### config.mk
export PLATFORM = sky130hd
export DESIGN_NAME = stopwatch_ctrl
export DESIGN_NICKNAME = d
export VERILOG_FILES = /design/src/rtl/stopwatch_ctrl.sv
export SDC_FILE = /design/constraint.sdc
export NUM_CORES = 1
export LEC_CHECK = 0
export ABC_AREA = 1
export BUFFER_PORTS_ARGS = -buffer_cell sky130_fd_sc_hd__clkbuf_2
export CORE_MARGIN = 5
export CORE_UTILIZATION = 33
export DETAILED_ROUTE_END_ITERATION = 6
export GPL_TIMING_DRIVEN = 0
export PLACE_DENSITY_LB_ADDON = 0.3
export SYNTH_ARGS = -nofsm -noshare
export SYNTH_HDL_FRONTEND = slang
export SYNTH_SLANG_ARGS = --single-unit
### constraint.sdc
create_clock -name fastclock -period 1.5 [get_ports fastclock]
set_input_delay 0.15 -clock fastclock [delete_from_list [all_inputs] [get_ports fastclock]]
set_output_delay 0.15 -clock fastclock [all_outputs]
set_load 0.1 [all_outputs]
### src/rtl/stopwatch_ctrl.sv
// Two-digit (00-99) seconds stopwatch: button edge detect, run/pause/lap FSM,
// 1 s prescaler and BCD count datapath with a lap snapshot for the display.
// Optional build macro SW_SATURATE_EN: the count stops at 99 and the state is
// forced to PAUSE instead of rolling over to 00 with a wrap pulse.
module stopwatch_ctrl #(
  parameter int unsigned TICK_DIV = 50_000_000
) (
  input  logic       fastclock,
  input  logic       resetn,
  input  logic       start_stop,
  input  logic       lap,
  input  logic       clear,
  output logic [3:0] disp_ones,
  output logic [3:0] disp_tens,
  output logic [3:0] live_ones,
  output logic [3:0] live_tens,
  output logic       running,
  output logic       lap_active,
  output logic       wrap
);

  localparam int unsigned DW = 4;
  localparam int unsigned PW = (TICK_DIV > 2) ? $clog2(TICK_DIV) : 1;
  localparam logic [PW-1:0] PMAX = PW'(TICK_DIV - 1);

  typedef enum logic [1:0] {
    S_IDLE  = 2'd0,
    S_RUN   = 2'd1,
    S_PAUSE = 2'd2,
    S_LAP   = 2'd3
  } state_t;

  state_t        state, state_nxt;
  logic [PW-1:0] presc, presc_nxt;
  logic [DW-1:0] ones, ones_nxt;
  logic [DW-1:0] tens, tens_nxt;
  logic [DW-1:0] snap_ones, snap_ones_nxt;
  logic [DW-1:0] snap_tens, snap_tens_nxt;
  logic          wrap_nxt;
  logic          ss_prev, lap_prev, clr_prev;
  logic          ss_rise, lap_rise, clr_rise;
  logic          counting, tick;

  // Rising-edge detect on the level buttons and the gated one-second tick
  always_comb begin
    ss_rise  = start_stop & ~ss_prev;
    lap_rise = lap & ~lap_prev;
    clr_rise = clear & ~clr_prev;
    counting = (state == S_RUN) || (state == S_LAP);
    tick     = counting && (presc == PMAX);
  end

  // Next state, prescaler, digit and snapshot values
  always_comb begin
    state_nxt     = state;
    presc_nxt     = presc;
    ones_nxt      = ones;
    tens_nxt      = tens;
    snap_ones_nxt = snap_ones;
    snap_tens_nxt = snap_tens;
    wrap_nxt      = 1'b0;

    // Button priority is clear, then start_stop, then lap
    case (state)
      S_IDLE: begin
        if (ss_rise) state_nxt = S_RUN;
      end
      S_RUN: begin
        if (clr_rise)     state_nxt = S_IDLE;
        else if (ss_rise) state_nxt = S_PAUSE;
        else if (lap_rise) begin
          state_nxt     = S_LAP;
          snap_ones_nxt = ones;
          snap_tens_nxt = tens;
        end
      end
      S_PAUSE: begin
        if (clr_rise)     state_nxt = S_IDLE;
        else if (ss_rise) state_nxt = S_RUN;
      end
      S_LAP: begin
        if (clr_rise)      state_nxt = S_IDLE;
        else if (ss_rise)  state_nxt = S_PAUSE;
        else if (lap_rise) state_nxt = S_RUN;
      end
      default: state_nxt = S_IDLE;
    endcase

    // Prescaler only advances while counting; PAUSE keeps the partial second
    if (counting) presc_nxt = tick ? '0 : presc + PW'(1);

    // A tick is dropped when the same edge leaves the counting states
    if (tick && ((state_nxt == S_RUN) || (state_nxt == S_LAP))) begin
      if (ones != DW'(9)) begin
        ones_nxt = ones + DW'(1);
      end else if (tens != DW'(9)) begin
        ones_nxt = '0;
        tens_nxt = tens + DW'(1);
      end else begin
`ifdef SW_SATURATE_EN
        state_nxt = S_PAUSE;
`else
        ones_nxt = '0;
        tens_nxt = '0;
        wrap_nxt = 1'b1;
`endif
      end
    end

    // Entering or staying in IDLE clears the whole datapath
    if (state_nxt == S_IDLE) begin
      presc_nxt     = '0;
      ones_nxt      = '0;
      tens_nxt      = '0;
      snap_ones_nxt = '0;
      snap_tens_nxt = '0;
    end
  end

  // State, datapath and registered outputs
  always_ff @(posedge fastclock) begin
    if (!resetn) begin
      state      <= S_IDLE;
      presc      <= '0;
      ones       <= '0;
      tens       <= '0;
      snap_ones  <= '0;
      snap_tens  <= '0;
      ss_prev    <= 1'b1;
      lap_prev   <= 1'b1;
      clr_prev   <= 1'b1;
      disp_ones  <= '0;
      disp_tens  <= '0;
      live_ones  <= '0;
      live_tens  <= '0;
      running    <= 1'b0;
      lap_active <= 1'b0;
      wrap       <= 1'b0;
    end else begin
      state      <= state_nxt;
      presc      <= presc_nxt;
      ones       <= ones_nxt;
      tens       <= tens_nxt;
      snap_ones  <= snap_ones_nxt;
      snap_tens  <= snap_tens_nxt;
      ss_prev    <= start_stop;
      lap_prev   <= lap;
      clr_prev   <= clear;
      disp_ones  <= (state_nxt == S_LAP) ? snap_ones_nxt : ones_nxt;
      disp_tens  <= (state_nxt == S_LAP) ? snap_tens_nxt : tens_nxt;
      live_ones  <= ones_nxt;
      live_tens  <= tens_nxt;
      running    <= (state_nxt == S_RUN) || (state_nxt == S_LAP);
      lap_active <= (state_nxt == S_LAP);
      wrap       <= wrap_nxt;
    end
  end

endmodule
### Yosys cells after proc, flatten, opt, wreduce, memory -nomap -nowiden

Index checks and enable logic that the tools add are counted.

| word-level totals | value |
|---|---|
| bits in registers | 58 |
| bits of input ports | 5 |
| output and inout port bits | 19 |
| word-level logic and storage cells | 71 |

| operators by class | value |
|---|---|
| add/sub/neg operators | 3 |
| eq/ne operators | 8 |
| multiplexer cells | 30 |
| bitwise gates (word level) | 8 |
| reductions and logical operators | 8 |

Operators with widths:

| kind | number |
|---|---|
| two-way mux 4 bit | 19 |
| adder 26 x 1 -> 26 bit, second input constant | 1 |
| == test 26 bit, second input constant | 1 |
| two-way mux 26 bit | 1 |
| two-way mux 2 bit | 8 |
| adder 4 x 1 -> 4 bit, second input constant | 2 |
| inequality test 4 bit, second input constant | 2 |
| one-hot mux 2 bit (4 select lines) | 1 |
| == test 2 bit, second input constant | 3 |
| inverter 1 bit | 5 |
| == test 2 x 1 -> 1 bit, second input constant | 2 |
| zero test 2 bit | 2 |
| bitwise AND 1 bit | 3 |
| OR reduction 3 bit | 1 |
| logical AND 1 bit | 2 |
| logical OR 1 bit | 2 |
| OR reduction 2 bit | 1 |
| two-way mux 1 bit | 1 |

### Depth between registers and ports, before layout

Gate-level depths: netlist (run 1).

| depth | value |
|---|---|
| word-level depth | 12 |
| depth in mapped cells | 13 |
| mapped depth without buffers | 12 |

### Worst setup path after synthesis (run 1)

Ideal clock, no wire load.

| path | value |
|---|---|
| path kind | flip-flop to flip-flop |
| start point | register, netlist name running |
| end point | register snap_tens[0] |
| library setup time | 0.118 ns |
| arrival | 2.101 ns |
| data required time | 1.382 ns |
| setup slack | -0.719 ns |
| stages on the path, launching flop included | 10 |
| buffers on the path | 2 |
| clock period less this slack | 2.219 ns |
| cell sequence | dfxtp_1 > inv_2 > nand3_1 > nand2_1 > nand2_1 > nand2_2 > nand2_2 > buf_2 > buf_4 > nor2_1 |

RTL lines:

| item | RTL line | text |
|---|---|---|
| to (signal assigned) | 145 | `snap_tens <= snap_tens_nxt;` |
| to (decl) | 38 | `logic [DW-1:0] snap_tens, snap_tens_nxt;` |

### Worst setup path after layout (run 1)

| path | value |
|---|---|
| start point | register presc[1] |
| end point | register presc[10] |

| between the ends | value |
|---|---|
| cells in the longest elaborated chain, start to end | 3 |
| elaborated cells between the ends (all ways) | 4 |
| classes of those cells | 1 x add/sub; 1 x eq/ne; 1 x mux; 1 x reduce/logical |

Ends and longest elaborated chain:

| item | RTL line | text |
|---|---|---|
| from (decl) | 34 | `logic [PW-1:0] presc, presc_nxt;` |
| from (signal assigned) | 141 | `presc <= presc_nxt;` |
| parallel branches: the longest is 2 deep, another holds adder 26 x 1 -> 26 bit | - |  |
| two-way mux 26 bit * | 90 | `if (counting) presc_nxt = tick ? '0 : presc + PW'(1);` |

Mark *: on every way between the ends.
A chain may end at the register's enable or synchronous reset.

==> results.cfg, run 1 <==
[clock_tree]
cts_root_buf = clkbuf_8
cts_inserted_buffers = 9
cts.htree.levels = 3
clk_latency_ns = 0.34
clock-sinks = 57
cts.path.max_buffers = 2
cts_tree = done
path_clk_slew_ns = 0.07

[timing]
slew_headroom = 0.617
setup_viol = 29
fmax_ghz = 0.612
slew_violations = 0
fin_skew_ns = 0.0106
finalCritPeriodShare = 1.09
worstMarginPinSlew_ns = 0.574
fin_crit_ns = 1.63
final.setup.worst_slack_ns = -0.133
rsz0062_at_grt = yes
hold_violations = 0
tns_ns = -1.78
finalHoldWorstSlack_ns = 0.0144

[synth]
synthMuxAreaShare = 0
synth.top_cell.area_share = 0.397
syn-cell-area_um2 = 2880
synth_cell_types = 36
yosys.area_share.simple = 0.401
seq_area_frac_synth = 0.397
yosys.area.top_type = dfxtp_1
synth_area_leaders = dfxtp_1, nand2_1, nor2_1, inv_1, nand3_1
avgSynthCellArea_um2 = 7.05
synth_top_family_by_area = simple AND/OR/NAND/NOR gates
synth-compound-area-share = 0.0592
synth-seq-cells = 57
synthCells = 408
synth-xor-area-share = 0.0335
synthAdderAreaFrac = 0.0217
synthesis.nets = 418
yosys_warnings = 0

[floorplan]
std_cell_rows = 34
die_x_um = 103
ios = 24
die_h_um = 103
start_util = 0.335
die_area_um2 = 10700
coreArea_um2 = 8590

[power_and_ir_drop]
peakVddDrop_uv = 389
power_density_nw_per_um2 = 708
leakagePower_nw = 1.74

[layout]
instances_no_fill = 594
drive_above_1_share = 0.469
area_growth_pct = 47.5
fin_area_um2 = 4240
finalNetCount = 491
antenna_cells = 0

[routing]
wirelength_mm = 7.89
wire_per_inst_um = 13.3
drtIter0Drc = 150
first_pass_iters = 4
ant_nets = 0
vias = 2882
drc = 0
vias_per_cell = 4.85

[placement]
io_buffers = 23
gp_congestion = 0.845
dp_hpwl_mm = 4.84
placedCellCount = 539
place_area_um2 = 3260

[worst_hold_path]
min_from = lap
worstHoldPathType = in -> reg

[status]
violations = negative setup slack
status = complete, but fails checks

[grt]
grt_pass1_vias = 2561
grt_overflow = 0
track_usage = 0.143
grt_max_degree = 11
antenna_found_initial = 0
grt_pass1_wl_mm = 12.0

[critical_path]
cp.required_ns = 1.72
crit_arrival_ns = 1.85
critPathLaunchType = flip-flop
critPathCaptureType = flip-flop
worst_r2r_startpoint = presc[1]
crit_start = presc[1]
worstSetupPathType = reg -> reg
cp_max_fo = 3

[job]
cap_violations = 0
## kinds of logic after synthesis
logic type,Yosys count
flops,57
simple gates,240
compound gates,33
xor+xnor,11
fa+ha+maj,5
buf+inv,62
## path summary, 6_finish.rpt
| check | to | slack [ns] | cells past startpoint |
|---|---|---|---|
| worst min register to register | snap_tens[0] | 0.50 | 2 |
| worst min-delay path | lap_prev | 0.01 | 2 |
| worst max-delay path | presc[10] | -0.13 | 10 |
| worst max register to register | presc[10] | -0.13 | 10 |
## layout make-up
type | count | area [um^2]
fill | 805 | 4350
timing repair inverter | 1 | 11.3
multi-input combinational | 289 | 1910
sequential | 57 | 1200
tap | 108 | 135
clock buffer | 10 | 128
buffer | 7 | 87.6
inverter | 55 | 240
clock inverter | 6 | 35.0
timing repair buffer | 61 | 495
## critical path: stages (launching register included)
cell and delay, ns:
dfxtp_4 0.37, ha_4 0.15, nand3_4 0.08, nor2_4 0.15, buf_6 0.13, buf_6 0.09, nand2_4 0.06, nor3_4 0.16
buf_4 0.14, xor2_1 0.14, nor2_1 0.06
## sequential cells by signal, indices dropped and copies added, names as in the netlist
| register | cells |
|---|---|
| ones | 4 |
| ss_prev | 1 |
| disp_tens | 4 |
| state | 1 |
| wrap | 1 |
| disp_ones | 4 |
| snap_tens | 4 |
| running | 1 |
| lap_prev | 1 |
| lap_active | 1 |
| snap_ones | 4 |
| presc | 26 |
| clr_prev | 1 |
| tens | 4 |
## where the power goes
part           leakage, nW  internal, mW  switching, mW
combinational         1.18         0.102          0.157
clock               0.0818         0.587          0.643
sequential           0.477          1.51        0.00531
## cells in the mapped netlist
cell,number
clkbuf_1,1
nor3b_1,2
nor3_2,2
a21oi_1,12
inv_2,4
nand4_2,1
o21ai_1,6
nor3_1,10
a211oi_1,1
xnor2_1,3
nand2_2,2
nand3_1,31
a22oi_1,1
dfxtp_1,57
nand4_1,12
nand2_4,2
xor2_1,8
nor2_2,5
nor2_8,1
nand3_4,1
nand2_1,87
nand3b_1,1
inv_1,50
ha_1,5
buf_2,3
nor2_4,4
or2_2,4
nand3b_2,1
nand3_2,3
nor4_1,1
buf_4,2
nor3b_2,1
nor2_1,69
clkinv_1,1
o21ai_0,13
buf_6,1
## layout by cell type (no fill, tap or decap), types with 9 or more instances in the layout
master and instances:
clkbuf_8 9, nand2_4 12, dfxtp_1 26, dfxtp_2 24
nand3_2 11, buf_4 24, nor2_2 21, inv_1 44
nand3_1 18, nand2_1 63, nor2_1 45, nand2_2 15
clkbuf_2 23, buf_6 11, nand4_1 12, nor2_4 12
## per-stage QoR
step                power (mW)  worst slack, ns   util
floorplan                 1.66           -0.126      -
CTS                       2.95           -0.137  0.435
detailed placement        1.70           -0.329  0.380
finish                    3.00           -0.133  0.494
global route              3.11           -0.275  0.494
global placement          1.70           -0.324  0.380
## layer usage
metal | global-route usage | up-vias | part of all wire
li1 | - | 1451 | -
met2 | 0.219 | 75 | 0.48
met4 | 0.0448 | 0 | 0.022
met3 | 0.0295 | 19 | 0.051
met5 | 0 | - | 0
met1 | 0.200 | 1337 | 0.45
## repair_timing
item,4_1_cts,5_1_grt
pin swaps,19,28
buffers inserted,11,25
setup endpoints to repair,50,50
gates resized for setup,53,93
gates cloned,1,1
hold buffers,1,0
endpoints found under the hold margin,1,0
Note: power is estimated with default switching activity, not from simulation.
==> inputs of run 2 (changes only) <==
==> constraint.sdc (replaced) <==
create_clock -name fastclock -period 1.55 [get_ports fastclock]
set_input_delay 0.155 -clock fastclock [delete_from_list [all_inputs] [get_ports fastclock]]
set_output_delay 0.155 -clock fastclock [all_outputs]
set_load 0.1 [all_outputs]
==> results.cfg, run 2 (same netlist as run 1, synthesis figures left out) <==
[grt]
grt_max_degree = 11
grt_pass1_wl_mm = 11.9
grt_overflow = 0
grt_pass1_vias = 2619
antenna_found_initial = 0
track_usage = 0.141

[clock_tree]
cts.path.max_buffers = 2
cts_tree = done
clock-sinks = 57
cts.htree.levels = 3
path_clk_slew_ns = 0.06
cts_inserted_buffers = 9
clk_latency_ns = 0.35
cts_root_buf = clkbuf_8

[layout]
finalCoreUtilization = 0.474
mostFrequentLayoutCell = nand2_1
antenna_cells = 0
largest_reg_flops = 26
final_cell_mix = nand2_1, nor2_1, inv_1
drive_above_1_share = 0.424
regMostFlops = presc
area_growth_pct = 41.6
fin_area_um2 = 4070
num-fill-cells = 810
finalNetCount = 477

[timing]
slew_violations = 0
slew_headroom = 0.609
final.setup.worst_slack_ns = -0.0941
worstMarginPinSlew_ns = 0.587
rsz0062_at_grt = yes
finalCritPeriodShare = 1.06
fin_crit_ns = 1.64
tns_ns = -1.40
hold_violations = 0
fin_skew_ns = 0.0104
fmax_ghz = 0.608
setup_viol = 26

[job]
cap_violations = 0

[floorplan]
die_x_um = 103
die_area_um2 = 10700
std_cell_rows = 34
start_util = 0.335
ios = 24
die_h_um = 103
coreArea_um2 = 8590

[routing]
wirelength_mm = 7.84
drtIter0Drc = 219
ant_nets = 0
drc = 0
first_pass_iters = 4
vias_per_cell = 4.83
vias = 2804
wire_per_inst_um = 13.5

[placement]
gp_congestion = 0.817
io_buffers = 23
place_area_um2 = 3240
dp_hpwl_mm = 4.83

[status]
status = complete, but fails checks
violations = negative setup slack

[critical_path]
worst_r2r_startpoint = presc[0]
cp_max_fo = 5
critPathCaptureType = flip-flop
crit_start = presc[0]
critPathLaunchType = flip-flop
crit_arrival_ns = 1.88
cp.required_ns = 1.78
reg2reg_slack_ns = -0.09
worstSetupPathType = reg -> reg

[worst_hold_path]
min_from = lap
worstHoldPathType = in -> reg

[power_and_ir_drop]
power_density_nw_per_um2 = 792
leakagePower_nw = 1.65
peakVddDrop_uv = 317
[run 2: critical path: stages (launching register included)]
cell and delay, ns:
dfxtp_4 0.37, ha_4 0.15, nand3_4 0.07, nor2_4 0.18, nand3_4 0.15, nor2_4 0.28
nor2_4 0.07, buf_12 0.15, o21ai_0 0.07, nor2_1 0.05
[run 2: timing repair]
action	4_1_cts	5_1_grt
resized for setup	45	74
gates cloned	2	0
buffers inserted	9	13
setup endpoints to repair	49	48
hold buffers	1	0
pin swaps	27	41
endpoints found under the hold margin	1	0
[run 2: through the flow]
| stage | worst slack [ns] | power, mW | instances | hold slack (ns) |
|---|---|---|---|---|
| 2_1_floorplan | -0.0756 | 1.60 | 408 | 0.251 |
| 6_report | -0.0941 | 3.23 | 580 | 0.0307 |
| 4_1_cts | -0.105 | 3.24 | 567 | 0.00489 |
| 3_3_place_gp | -0.299 | 1.64 | 539 | 0.337 |
| 3_5_place_dp | -0.262 | 1.64 | 539 | 0.341 |
| 5_1_grt | -0.184 | 3.32 | 580 | 0.0432 |
[run 2: final cells by class]
class / count / area, um^2 / area share
Buffer: 7 / 75.1 / 0.0184
Clock buffer: 11 / 141 / 0.0347
Clock inverter: 5 / 78.8 / 0.0193
Inverter: 55 / 226 / 0.0556
Multi-Input combinational cell: 290 / 1870 / 0.459
Sequential cell: 57 / 1200 / 0.295
Tap cell: 108 / 135 / 0.0332
Timing Repair Buffer: 46 / 327 / 0.0802
Timing Repair inverter: 1 / 16.3 / 0.00399
[run 2: per-layer routing]
metal	track usage	part of all wire	vias up
met2	0.223	0.50	52
met5	0	0	-
li1	-	-	1422
met4	0.0687	0.020	0
met3	0.0268	0.038	12
met1	0.184	0.45	1318
[run 2: final timing paths]
check | to | cells past startpoint
worst max register to register | presc[22] | 9
worst min-delay path | lap_prev | 2
worst max-delay path | presc[22] | 9
worst min register to register | presc[0] | 1
[run 2: report_power, final]
group / internal, mW / leakage (nW) / switching, mW
registers: 1.45 / 0.476 / 0.00520
logic: 0.0657 / 1.06 / 0.135
clock network: 0.946 / 0.113 / 0.623
total: 2.46 / 1.65 / 0.763
==> inputs of run 3 (changes only) <==
--- a/config.mk
+++ b/config.mk
@@ -8,7 +8,7 @@
 export ABC_AREA = 1
 export BUFFER_PORTS_ARGS = -buffer_cell sky130_fd_sc_hd__clkbuf_2
 export CORE_MARGIN = 5
-export CORE_UTILIZATION = 33
+export CORE_UTILIZATION = 55
 export DETAILED_ROUTE_END_ITERATION = 6
 export GPL_TIMING_DRIVEN = 0
 export PLACE_DENSITY_LB_ADDON = 0.3
==> results.cfg, run 3 (same netlist as run 1, synthesis figures left out) <==
[status]
status = complete, but fails checks
violations = negative setup slack

[critical_path]
cp_max_fo = 5
cp.required_ns = 1.79
cp_common_cell = nor2_4
reg2reg_slack_ns = -0.15
critPathLaunchType = flip-flop
max_stage_delay_ns = 0.36
path_depth = 9
critPathCaptureType = flip-flop
r2r_cells = 9
slowest_stage = dfxtp_4
crit_chain = ha_4, nand3_4, nor2_4, nand3_4, nor2_4, nor2_4, buf_12, o21ai_1, nor2_1
worstSetupPathType = reg -> reg
crit_arrival_ns = 1.94
crit_family = simple AND/OR/NAND/NOR gates
cp.buffers_inverters = 1

[layout]
finalNetCount = 480
drive_above_1_share = 0.387
finalCoreUtilization = 0.772
largest_reg_flops = 26
num-fill-cells = 332
antenna_cells = 0
area_growth_pct = 37.1
mostFrequentLayoutCell = nand2_1
regMostFlops = presc
seq_area_um2 = 1190
multi_input_area_um2 = 1820
final_cell_mix = nand2_1, nor2_1, inv_1

[timing]
worstMarginPinSlew_ns = 0.620
final.setup.worst_slack_ns = -0.146
slew_headroom = 0.587
fin_skew_ns = 0.0122
fmax_ghz = 0.590
hold_violations = 0
rsz0062_at_grt = yes
fin_crit_ns = 1.70
setup_viol = 33
finalCritPeriodShare = 1.09
tns_ns = -2.75
finalHoldWorstSlack_ns = 0.00815
slew_violations = 0

[floorplan]
start_util = 0.563
die_x_um = 82.3
std_cell_rows = 26
die_area_um2 = 6780
ios = 24
die_h_um = 82.3
coreArea_um2 = 5110

[routing]
vias = 3046
wire_per_inst_um = 15.7
vias_per_cell = 5.59
first_pass_iters = 6
drc = 0
wirelength_mm = 8.55
ant_nets = 0
drtIter0Drc = 316

[placement]
gp_congestion = 0.850
dp_hpwl_mm = 4.62
io_buffers = 23

[clock_tree]
clock-sinks = 57
cts_inserted_buffers = 9
cts.htree.levels = 3
cts_root_buf = clkbuf_8
clk_latency_ns = 0.36
path_clk_slew_ns = 0.06
cts_tree = done
cts.path.max_buffers = 2

[power_and_ir_drop]
power_density_nw_per_um2 = 723
p_int_mw = 2.10
switchingPower_uw = 751
p_total_mw = 2.85
leakagePower_nw = 1.63
pwr-share-clk = 0.407
swShare = 0.263
seqPwrFrac = 0.514
peakVddDrop_uv = 577
power.share.combinational = 0.080

[grt]
grt_overflow = 0
track_usage = 0.238
antenna_found_initial = 0
grt_max_degree = 11
grt_pass1_wl_mm = 12.2
grt_pass1_vias = 2793

[worst_hold_path]
worstHoldPathType = in -> reg
whs_path_depth = 2

[job]
cap_violations = 0
-- run 3: cell types whose count changed in the layout (fill, tap and decap cells not counted), sizes merged --
cell and delta:
clkbuf +1, clkinv +1, bufinv -2, buf +2, inv +1
-- run 3: worst reg2reg max path, stage by stage, from the launching register on --
cell     delay (ns)
dfxtp_4        0.36
ha_4           0.15
nand3_4        0.09
nor2_4         0.20
nand3_4        0.15
nor2_4         0.25
nor2_4         0.08
buf_12         0.15
o21ai_1        0.08
nor2_1         0.06
-- run 3: final cells by class --
type	count	area share
clock buffers	11	0.0333
inverters	55	0.0580
well taps	70	0.0222
flip-flops and latches	57	0.301
multi-input cells	290	0.462
repair inverters	1	0.00285
clock inverters	5	0.00571
repair buffers	49	0.0955
plain buffers	7	0.0200
-- run 3: timing repair --
action,CTS,global route
cloned,2,2
setup endpoints to repair,49,49
gates resized for setup,42,60
setup buffers,7,16
hold endpoints to repair,1,0
pin swaps,19,27
hold buffers,1,0
-- run 3: power groups by stage --
stage | Clock, mW | Combinational (mW) | Sequential, mW
6_report | 1.16 | 0.227 | 1.47
4_1_cts | 1.15 | 0.170 | 1.47
3_3_place_gp | 0 | 0.137 | 1.50
5_1_grt | 1.22 | 0.236 | 1.47
2_1_floorplan | 0 | 0.0906 | 1.51
3_5_place_dp | 0 | 0.138 | 1.50
-- run 3: metrics by stage --
stage          std cells  cell area (um^2)  setup WS (ns)
2_1_floorplan        408              2990        -0.0756
5_1_grt              545              3950         -0.221
3_3_place_gp         501              3190         -0.242
6_report             545              3950         -0.146
3_5_place_dp         501              3190         -0.251
4_1_cts              527              3590         -0.104
-- run 3: final timing paths --
check | from | endpoint
worst min register to register | presc[13] | presc[13]
worst min-delay path | lap | lap_prev
worst max-delay path | presc[1] | presc[22]
worst max register to register | presc[1] | presc[22]
-- run 3: metal layers --
| metal | vias up | track usage | routed length [um] |
|---|---|---|---|
| met2 | 166 | 0.384 | 4150 |
| met3 | 32 | 0.0531 | 696 |
| met4 | 0 | 0.148 | 308 |
| met5 | - | 0 | 0 |
| li1 | 1430 | - | - |
| met1 | 1418 | 0.287 | 3390 |
